$ cat src/rtl/mips_mem_arbiter.sv
// Arbiter sharing the MIPS32 unified single-port word memory between fetch, data and host ports.
// Optional grant/conflict statistics counters are built when ARB_STATS_EN is defined.
module mips_mem_arbiter #(
    parameter int AW         = 10,
    parameter int DW         = 32,
    parameter int STARVE_MAX = 4
) (
    input  logic          clk,
    input  logic          rst_n,
    input  logic          if_req_i,
    input  logic [AW-1:0] if_addr_i,
    output logic          if_gnt_o,
    output logic          if_rvalid_o,
    output logic [DW-1:0] if_rdata_o,
    input  logic          dm_req_i,
    input  logic          dm_we_i,
    input  logic [AW-1:0] dm_addr_i,
    input  logic [DW-1:0] dm_wdata_i,
    output logic          dm_gnt_o,
    output logic          dm_rvalid_o,
    output logic [DW-1:0] dm_rdata_o,
    input  logic          host_req_i,
    input  logic          host_we_i,
    input  logic [AW-1:0] host_addr_i,
    input  logic [DW-1:0] host_wdata_i,
    output logic          host_gnt_o,
    output logic          host_rvalid_o,
    output logic [DW-1:0] host_rdata_o,
    input  logic          cpu_halted_i,
    output logic          host_mode_o,
    output logic          mem_en_o,
    output logic          mem_we_o,
    output logic [AW-1:0] mem_addr_o,
    output logic [DW-1:0] mem_wdata_o,
    input  logic [DW-1:0] mem_rdata_i,
    output logic [31:0]   stat_if_gnt_o,
    output logic [31:0]   stat_dm_gnt_o,
    output logic [31:0]   stat_conflict_o
);

    typedef enum logic {RUN, HOST} state_t;
    typedef enum logic [1:0] {SEL_NONE, SEL_IF, SEL_DM, SEL_HOST} rsel_t;

    localparam logic [3:0] STARVE_LIM = 4'(STARVE_MAX);

    state_t     state;
    rsel_t      rsel, rd_sel;
    logic [3:0] starve_cnt;

    // NOTE: every signal gets a default at the top of always_comb so no path can infer a latch.
    always_comb begin
        if_gnt_o   = 1'b0;
        dm_gnt_o   = 1'b0;
        host_gnt_o = 1'b0;
        if (state == HOST) begin
            host_gnt_o = host_req_i & cpu_halted_i;
        end else if (if_req_i && (starve_cnt == STARVE_LIM || !dm_req_i)) begin
            if_gnt_o = 1'b1;
        end else if (dm_req_i) begin
            dm_gnt_o = 1'b1;
        end
    end

    // Memory command follows the single granted port; write data is zeroed on reads.
    always_comb begin
        mem_en_o    = 1'b0;
        mem_we_o    = 1'b0;
        mem_addr_o  = '0;
        mem_wdata_o = '0;
        rd_sel      = SEL_NONE;
        if (host_gnt_o) begin
            mem_en_o    = 1'b1;
            mem_we_o    = host_we_i;
            mem_addr_o  = host_addr_i;
            mem_wdata_o = host_we_i ? host_wdata_i : '0;
            rd_sel      = host_we_i ? SEL_NONE : SEL_HOST;
        end else if (dm_gnt_o) begin
            mem_en_o    = 1'b1;
            mem_we_o    = dm_we_i;
            mem_addr_o  = dm_addr_i;
            mem_wdata_o = dm_we_i ? dm_wdata_i : '0;
            rd_sel      = dm_we_i ? SEL_NONE : SEL_DM;
        end else if (if_gnt_o) begin
            mem_en_o    = 1'b1;
            mem_addr_o  = if_addr_i;
            rd_sel      = SEL_IF;
        end
    end

    // NOTE: sequential state uses non-blocking assignments so all flops update from pre-edge values.
    always_ff @(posedge clk or negedge rst_n) begin
        if (!rst_n) begin
            state      <= RUN;
            starve_cnt <= '0;
            rsel       <= SEL_NONE;
        end else begin
            rsel <= rd_sel;
            case (state)
                RUN: begin
                    if (if_req_i && !if_gnt_o)
                        starve_cnt <= (starve_cnt == STARVE_LIM) ? starve_cnt : starve_cnt + 4'd1;
                    else
                        starve_cnt <= '0;
                    if (host_req_i && cpu_halted_i)
                        state <= HOST;
                end
                HOST: begin
                    if (!host_req_i || !cpu_halted_i)
                        state <= RUN;
                end
                default: state <= RUN;
            endcase
        end
    end

    assign host_mode_o   = (state == HOST);
    assign if_rvalid_o   = (rsel == SEL_IF);
    assign dm_rvalid_o   = (rsel == SEL_DM);
    assign host_rvalid_o = (rsel == SEL_HOST);
    assign if_rdata_o    = if_rvalid_o   ? mem_rdata_i : '0;
    assign dm_rdata_o    = dm_rvalid_o   ? mem_rdata_i : '0;
    assign host_rdata_o  = host_rvalid_o ? mem_rdata_i : '0;

`ifdef ARB_STATS_EN
    logic [31:0] stat_if_q, stat_dm_q, stat_cf_q;

    always_ff @(posedge clk or negedge rst_n) begin
        if (!rst_n) begin
            stat_if_q <= '0;
            stat_dm_q <= '0;
            stat_cf_q <= '0;
        end else if (state == RUN) begin
            if (if_gnt_o && stat_if_q != '1)
                stat_if_q <= stat_if_q + 32'd1;
            if (dm_gnt_o && stat_dm_q != '1)
                stat_dm_q <= stat_dm_q + 32'd1;
            if (if_req_i && dm_req_i && stat_cf_q != '1)
                stat_cf_q <= stat_cf_q + 32'd1;
        end
    end

    assign stat_if_gnt_o   = stat_if_q;
    assign stat_dm_gnt_o   = stat_dm_q;
    assign stat_conflict_o = stat_cf_q;
`else
    assign stat_if_gnt_o   = '0;
    assign stat_dm_gnt_o   = '0;
    assign stat_conflict_o = '0;
`endif

endmodule

$ cat config.mk
export PLATFORM = sky130hd
export DESIGN_NAME = mips_mem_arbiter
export DESIGN_NICKNAME = d
export VERILOG_FILES = /design/src/rtl/mips_mem_arbiter.sv
export SDC_FILE = /design/constraint.sdc
export NUM_CORES = 1
export LEC_CHECK = 0
export ABC_CLOCK_PERIOD_IN_PS = 2200
export CAP_MARGIN = 0
export CORE_AREA = 2 2 145 147
export DETAILED_ROUTE_END_ITERATION = 8
export DIE_AREA = 0 0 147 149
export DONT_BUFFER_PORTS = 1
export PLACE_DENSITY_LB_ADDON = 0.12
export SKIP_CTS_REPAIR_TIMING = 1
export SLEW_MARGIN = 30
export SYNTH_ARGS = -nofsm -noshare
export SYNTH_HDL_FRONTEND = slang
export SYNTH_SLANG_ARGS = --single-unit
$ cat constraint.sdc
create_clock -name clk -period 2.2 [get_ports clk]
set_clock_uncertainty 0.15 [all_clocks]
set_input_delay 0.33 -clock clk [delete_from_list [all_inputs] [get_ports clk]]
set_output_delay 0.33 -clock clk [all_outputs]
set_load 0.02 [all_outputs]
# [Word-level counts from Yosys, hierarchy flattened]
# Cells that the tools add are included.
[totals] input_bits=134 reg_bits=7
[classes] reduce_logical=10 mux=31 n_eq_ne=5 bitwise=2 n_addsub=1
[ops] cell="$mux W32" count=7
[ops] cell="$mux W10" count=3
[ops] cell="$mux W1" count=14
[ops] cell="$mux W2" count=4
[ops] cell="$mux W4" count=2
[ops] cell="$add A4 B1 Y4 const B" count=1
[ops] cell="$eq A2 B2 Y1 const B" count=2
[ops] cell="$eq A4 B3 Y1 const B" count=1
[ops] cell="$logic_not A1 Y1" count=4
[ops] cell="$logic_and A1 B1 Y1" count=3
[ops] cell="$eq A2 B1 Y1 const B" count=1
[ops] cell="$logic_or A1 B1 Y1" count=2
[ops] cell="$ne A2 B2 Y1 const B" count=1
[ops] cell="$pmux W1 S2" count=1
[ops] cell="$reduce_and A2 Y1" count=1
[ops] cell="$and A1 B1 Y1" count=1
[ops] cell="$not A1 Y1" count=1

# [Depth between registers and ports, before layout]
[depth] depth_word=9 ltp_mapped=7

# [Least setup slack after synthesis]
# Ideal clock, no wire load.
[synth_timing] path_type="flip-flop to output port" start="register starve_cnt[0]" end="output port mem_en_o" arrival_time_ns=1.765 path_stages_with_launch=6 path_slack_ns=-0.045 required_time_ns=1.720 path_cell_list="dfrtp_1 > inv_1 > ha_1 > and4b_4 > nor3b_1 > or3_1"
[synth_via] word_cells_on_any_way=10
[synth_lines] element="start, declared" line="48" source="logic [3:0] starve_cnt;"
[synth_lines] element="start signal, assigned" line="101" source="starve_cnt <= (starve_cnt == STARVE_LIM) ? starve_cnt : starve_cnt + 4'd1;"
[synth_lines] element="$eq A4 B3 Y1" line="57" source="end else if (if_req_i && (starve_cnt == STARVE_LIM || !dm_req_i)) begin"
[synth_lines] element="$logic_or A1 B1 Y1" line="57"
[synth_lines] element="$logic_and A1 B1 Y1" line="57"
[synth_lines] element="$mux W1" line="57"
[synth_lines] element="$mux W1" line="55" source="if (state == HOST) begin"
[synth_lines] element="via dm_gnt_o" line="19" source="output logic dm_gnt_o,"
[synth_lines] element="$mux W1" line="77" source="end else if (dm_gnt_o) begin"
[synth_lines] element="$mux W1" line="71" source="if (host_gnt_o) begin"
[synth_lines] element="end, declared" line="31" source="output logic mem_en_o,"
# The timed path passes the listed nets, and every way through them passes these cells.

# [Final worst setup path]
[layout_timing] start="register starve_cnt[1]" end="output port mem_we_o"
[layout_via] elab_chain_cells=7
[layout_rtl] element="$eq A4 B3 Y1" line="57"
[layout_rtl] element="$logic_or A1 B1 Y1" line="57"
[layout_rtl] element="$logic_and A1 B1 Y1" line="57"
[layout_rtl] element="$mux W1" line="57"
[layout_rtl] element="$mux W1" line="55"
[layout_rtl] element="$mux W1" line="77"
[layout_rtl] element="$mux W1" line="71"
[layout_rtl] element="end, declared" line="32" source="output logic mem_we_o,"
# No other way between the ends.

==> flow_summary.html <==
<table>
<tr><th>Metric</th><th>Value</th></tr>
<tr><th colspan="2">Setup path</th></tr>
<tr><td>CP Launch Type</td><td>flop</td></tr>
<tr><td>Longest individual stage delay on the worst path</td><td>380 ps</td></tr>
<tr><td>CP max stage cell</td><td>dfrtp_1</td></tr>
<tr><td>WP data arrival</td><td>1950 ps</td></tr>
<tr><td>Category of the most critical setup path</td><td>flop to output pin</td></tr>
<tr><td>Largest driver fanout on the critical path</td><td>8</td></tr>
<tr><td>Required time at the worst-slack endpoint</td><td>1720 ps</td></tr>
<tr><td>Endpoint class of the critical path</td><td>output pin</td></tr>
<tr><td>Critical path cell sequence</td><td>inv_2 &gt; ha_4 &gt; and4b_4 &gt; nor4b_4 &gt; buf_4 &gt; clkbuf_16 &gt; or2_4</td></tr>
<tr><th colspan="2">Floorplanning</th></tr>
<tr><td>Initial cell density of the core</td><td>0.115</td></tr>
<tr><td>Die area</td><td>21900 um2</td></tr>
<tr><td>Overall die height</td><td>149 um</td></tr>
<tr><td>Number of cell rows</td><td>53</td></tr>
<tr><td>Top-level port count</td><td>377</td></tr>
<tr><td>Die width</td><td>147 um</td></tr>
<tr><td>Core Box Area</td><td>20600 um2</td></tr>
<tr><th colspan="2">Detailed routing</th></tr>
<tr><td>Sum of met2 wire segment lengths after detailed routing</td><td>5140 um</td></tr>
<tr><td>Routed len/inst</td><td>15.6 um</td></tr>
<tr><td>Number of nets with antenna violations after detailed routing</td><td>0</td></tr>
<tr><td>Number of iterations in the first detailed-routing pass</td><td>4</td></tr>
<tr><td>Via-per-instance ratio</td><td>3.46</td></tr>
<tr><td>Via total after detailed routing</td><td>2113</td></tr>
<tr><td>Final WL</td><td>9500 um</td></tr>
<tr><td>Count of unresolved DRC violations after routing</td><td>0</td></tr>
<tr><td>Detailed Route Iter0 Violations</td><td>57</td></tr>
<tr><td>Total met3 wirelength after detailed routing</td><td>1050 um</td></tr>
<tr><td>Top layer used by detailed routing</td><td>met4</td></tr>
<tr><td>Met1 layer wirelength in the final routing</td><td>3140 um</td></tr>
<tr><th colspan="2">Global route</th></tr>
<tr><td>Number of antenna violations at the first check in global routing</td><td>0</td></tr>
<tr><td>GRT Residual Overflow</td><td>0</td></tr>
<tr><td>Global-route usage over all layers</td><td>0.0677</td></tr>
<tr><td>Vias in the first global route</td><td>1757</td></tr>
<tr><td>Maximum number of pins on one net before global-route repair</td><td>34</td></tr>
<tr><td>Wire length of the first global-routing pass</td><td>11200 um</td></tr>
<tr><th colspan="2">Timing</th></tr>
<tr><td>Max-slew violation total from the final report</td><td>0</td></tr>
<tr><td>Number of endpoints with negative hold slack in the final report</td><td>0</td></tr>
<tr><td>Setup repair after global routing missed its margin</td><td>true</td></tr>
<tr><td>Period utilization</td><td>1.10</td></tr>
<tr><td>Worst path setup slack after routing</td><td>-228 ps</td></tr>
<tr><td>Achievable Freq</td><td>0.412 GHz</td></tr>
<tr><td>Final setup vio count</td><td>44</td></tr>
<tr><td>Final period demand of the worst path</td><td>2430 ps</td></tr>
<tr><th colspan="2">Clocking</th></tr>
<tr><td>Clk_lat worst skew</td><td>230 ps</td></tr>
<tr><td>Number of H-tree branching levels</td><td>1</td></tr>
<tr><td>Clock tree from TritonCTS</td><td>yes</td></tr>
<tr><td>Clock Tree Buf Depth</td><td>2</td></tr>
<tr><td>CTS root buffer</td><td>clkbuf_16</td></tr>
<tr><td>Number of sinks on the clock net</td><td>7</td></tr>
<tr><td>Clock slew seen by the registers of the worst setup and hold paths</td><td>40 ps</td></tr>
<tr><td>Number of clock buffers inserted by TritonCTS</td><td>3</td></tr>
<tr><th colspan="2">Place</th></tr>
<tr><td>IO Port Bufs</td><td>0</td></tr>
<tr><td>GPL Wtd Cong</td><td>0.718</td></tr>
<tr><td>Worst slack, placed</td><td>45.9 ps</td></tr>
<tr><td>DP HPWL</td><td>7850 um</td></tr>
<tr><th colspan="2">Logic synthesis</th></tr>
<tr><td>Synthesized area</td><td>2360 um2</td></tr>
<tr><td>Post-Synthesis Cells</td><td>326</td></tr>
<tr><td>Number of register bits inferred by synthesis</td><td>7</td></tr>
<tr><td>Distinct cell type count after synthesis</td><td>36</td></tr>
<tr><td>Share of synthesized area occupied by flip-flops and latches</td><td>0.0743</td></tr>
<tr><td>Mean area per synthesized cell</td><td>7.23 um2</td></tr>
<tr><td>Count of synthesis-stage warnings from yosys</td><td>0</td></tr>
<tr><th colspan="2">Worst hold path</th></tr>
<tr><td>Class of the tightest hold or removal check</td><td>input pin to flop</td></tr>
<tr><th colspan="2">Final layout</th></tr>
<tr><td>Layout cell share with drive strength beyond 1</td><td>0.221</td></tr>
<tr><td>Number of nets in the final layout</td><td>472</td></tr>
<tr><td># fillers</td><td>2367</td></tr>
<tr><td>Number of diodes</td><td>0</td></tr>
<tr><td>Layout-stage area growth over the synthesis result</td><td>24.4%</td></tr>
<tr><td>Post-layout utilization of the core</td><td>0.143</td></tr>
<tr><th colspan="2">Pwr</th></tr>
<tr><td>IR Drop Worst-Case VDD</td><td>0.197 mV</td></tr>
<tr><td>Power density over the cells</td><td>359 nW/um2</td></tr>
<tr><td>Static leakage power</td><td>0.00150 uW</td></tr>
<tr><th colspan="2">Run</th></tr>
<tr><td>Maxcap violations</td><td>0</td></tr>
<tr><th colspan="2">Status</th></tr>
<tr><td>Failing checks</td><td>setup timing</td></tr>
<tr><td>Result of the run</td><td>complete, but fails checks</td></tr>
</table>
==> per-stage QoR <==
| stage | TNS (ps) | hold slack, ps | std cells | area, um2 | power (uW) |
|---|---|---|---|---|---|
| final | -5940 | 97.4 | 610 | 2930 | 1050 |
| after global routing | -8770 | 99.8 | 610 | 2930 | 1110 |
| after floorplan | 0 | -116 | 421 | 2720 | 730 |
| after detailed placement | 0 | -115 | 597 | 2460 | 678 |
| after CTS | -6440 | -360 | 601 | 2540 | 998 |
| after global placement | 0 | -115 | 597 | 2460 | 680 |
==> path summary, 6_finish.rpt <==
path / start / to / slack [ps] / cells after the start
max reg2reg: starve_cnt[1]$_DFFE_PN0P_ / rsel[1]$_DFF_PN0_ / 400 / 7
min in group asynchronous: rst_n / host_mode_o$_DFF_PN0_ / 300 / 1
max: starve_cnt[1]$_DFFE_PN0P_ / mem_we_o / -230 / 7
max in group asynchronous: rst_n / rsel[0]$_DFF_PN0_ / 1340 / 1
min reg2reg: starve_cnt[3]$_DFFE_PN0P_ / starve_cnt[3]$_DFFE_PN0P_ / 420 / 2
min: host_we_i / rsel[0]$_DFF_PN0_ / 100 / 1
==> cells in the final DEF, fill, tap and decap left out, drive strengths merged <==
master / netlist / final
inv: 5 / 5
a21oi: 1 / 1
nand3b: 1 / 1
and2: 67 / 67
o22ai: 1 / 1
nor2b: 2 / 2
a22o: 32 / 32
and3: 32 / 32
conb: 1 / 96
a221o: 10 / 10
and2b: 1 / 1
or3: 1 / 1
nor3: 10 / 10
o21bai: 1 / 1
nor4b: 2 / 2
nor3b: 1 / 1
mux2i: 1 / 1
clkbuf: 16 / 5
dfrtp: 7 / 7
nor2: 1 / 1
a21o: 1 / 1
nand3: 2 / 2
buf: 105 / 29
nand2: 16 / 16
and4b: 1 / 1
o31ai: 1 / 1
ha: 2 / 2
dlygate4sd3: 0 / 1
o2bb2ai: 1 / 1
or2: 1 / 1
o21ai: 2 / 2
nand2b: 1 / 1
==> routing by layer <==
metal,vias up,global-route usage
li1,938,-
met1,957,0.0690
met2,212,0.129
met3,6,0.0193
met4,0,0.0288
met5,-,0
==> kinds of logic (layout without fill, tap and decap cells) <==
group                      after synthesis  in the layout  share of synthesized area
DFF                                      7              7                     0.0743
AOI/OAI and AO/OA                       50             50                      0.184
and+or+nand+nor                        139            139                      0.359
muxes                                    1              1                    0.00424
other                                    1             96                    0.00159
buffers and inverters                  126             40                      0.367
adders and majority gates                2              2                     0.0106
==> cells in the mapped netlist (all sizes together) <==
| cell type | instances | area (um2) |
|---|---|---|
| nand2b | 1 | 6.26 |
| conb | 1 | 3.75 |
| nor2b | 2 | 12.5 |
| o31ai | 1 | 7.51 |
| nand3b | 1 | 7.51 |
| or2 | 1 | 6.26 |
| o22ai | 1 | 6.26 |
| o21bai | 1 | 7.51 |
| dfrtp | 7 | 175 |
| a21oi | 1 | 5.00 |
| nor4b | 2 | 32.5 |
| and4b | 1 | 13.8 |
| and2 | 67 | 419 |
| inv | 5 | 18.8 |
| o2bb2ai | 1 | 8.76 |
| a21o | 1 | 7.51 |
| a22o | 32 | 280 |
| o21ai | 2 | 10.0 |
| nor3 | 10 | 50.1 |
| and2b | 1 | 7.51 |
| ha | 2 | 25.0 |
| nor3b | 1 | 7.51 |
| buf | 105 | 787 |
| nand2 | 16 | 62.6 |
| nand3 | 2 | 10.0 |
| nor2 | 1 | 3.75 |
| clkbuf | 16 | 60.1 |
| mux2i | 1 | 10.0 |
| or3 | 1 | 6.26 |
| a221o | 10 | 100 |
| and3 | 32 | 200 |
==> registers in the layout (all words and copies together), names as in the netlist <==
| signal | flops |
|---|---|
| rsel | 2 |
| host_mode_o | 1 |
| starve_cnt | 4 |
==> power breakdown <==
group          leakage [uW]  internal [uW]  switching (uW)  total (uW)
logic               0.00136            167             432         599
registers         0.0000939            135            5.63         141
clock network     0.0000382            242            72.2         314
total               0.00150            544             510        1050
==> final cells by class <==
class / instances / area, um2 / share of cell area
inverter: 5 / 18.8 / 0.00640
tap: 275 / 344 / 0.117
clock buffer: 4 / 78.8 / 0.0269
multi-input combinational: 288 / 1960 / 0.669
timing repair buffer: 31 / 354 / 0.121
sequential: 7 / 175 / 0.0597
==> worst max-delay path, delay by kind of cell, from the launching register on <==
kind                     cells  cell delay (ps)
flip-flops                   1              380
buffers and inverters        3              450
adder cells (fa/ha/maj)      1              160
AND/OR/NAND/NOR              3              720
Note: power is estimated with default switching activity, not from simulation.
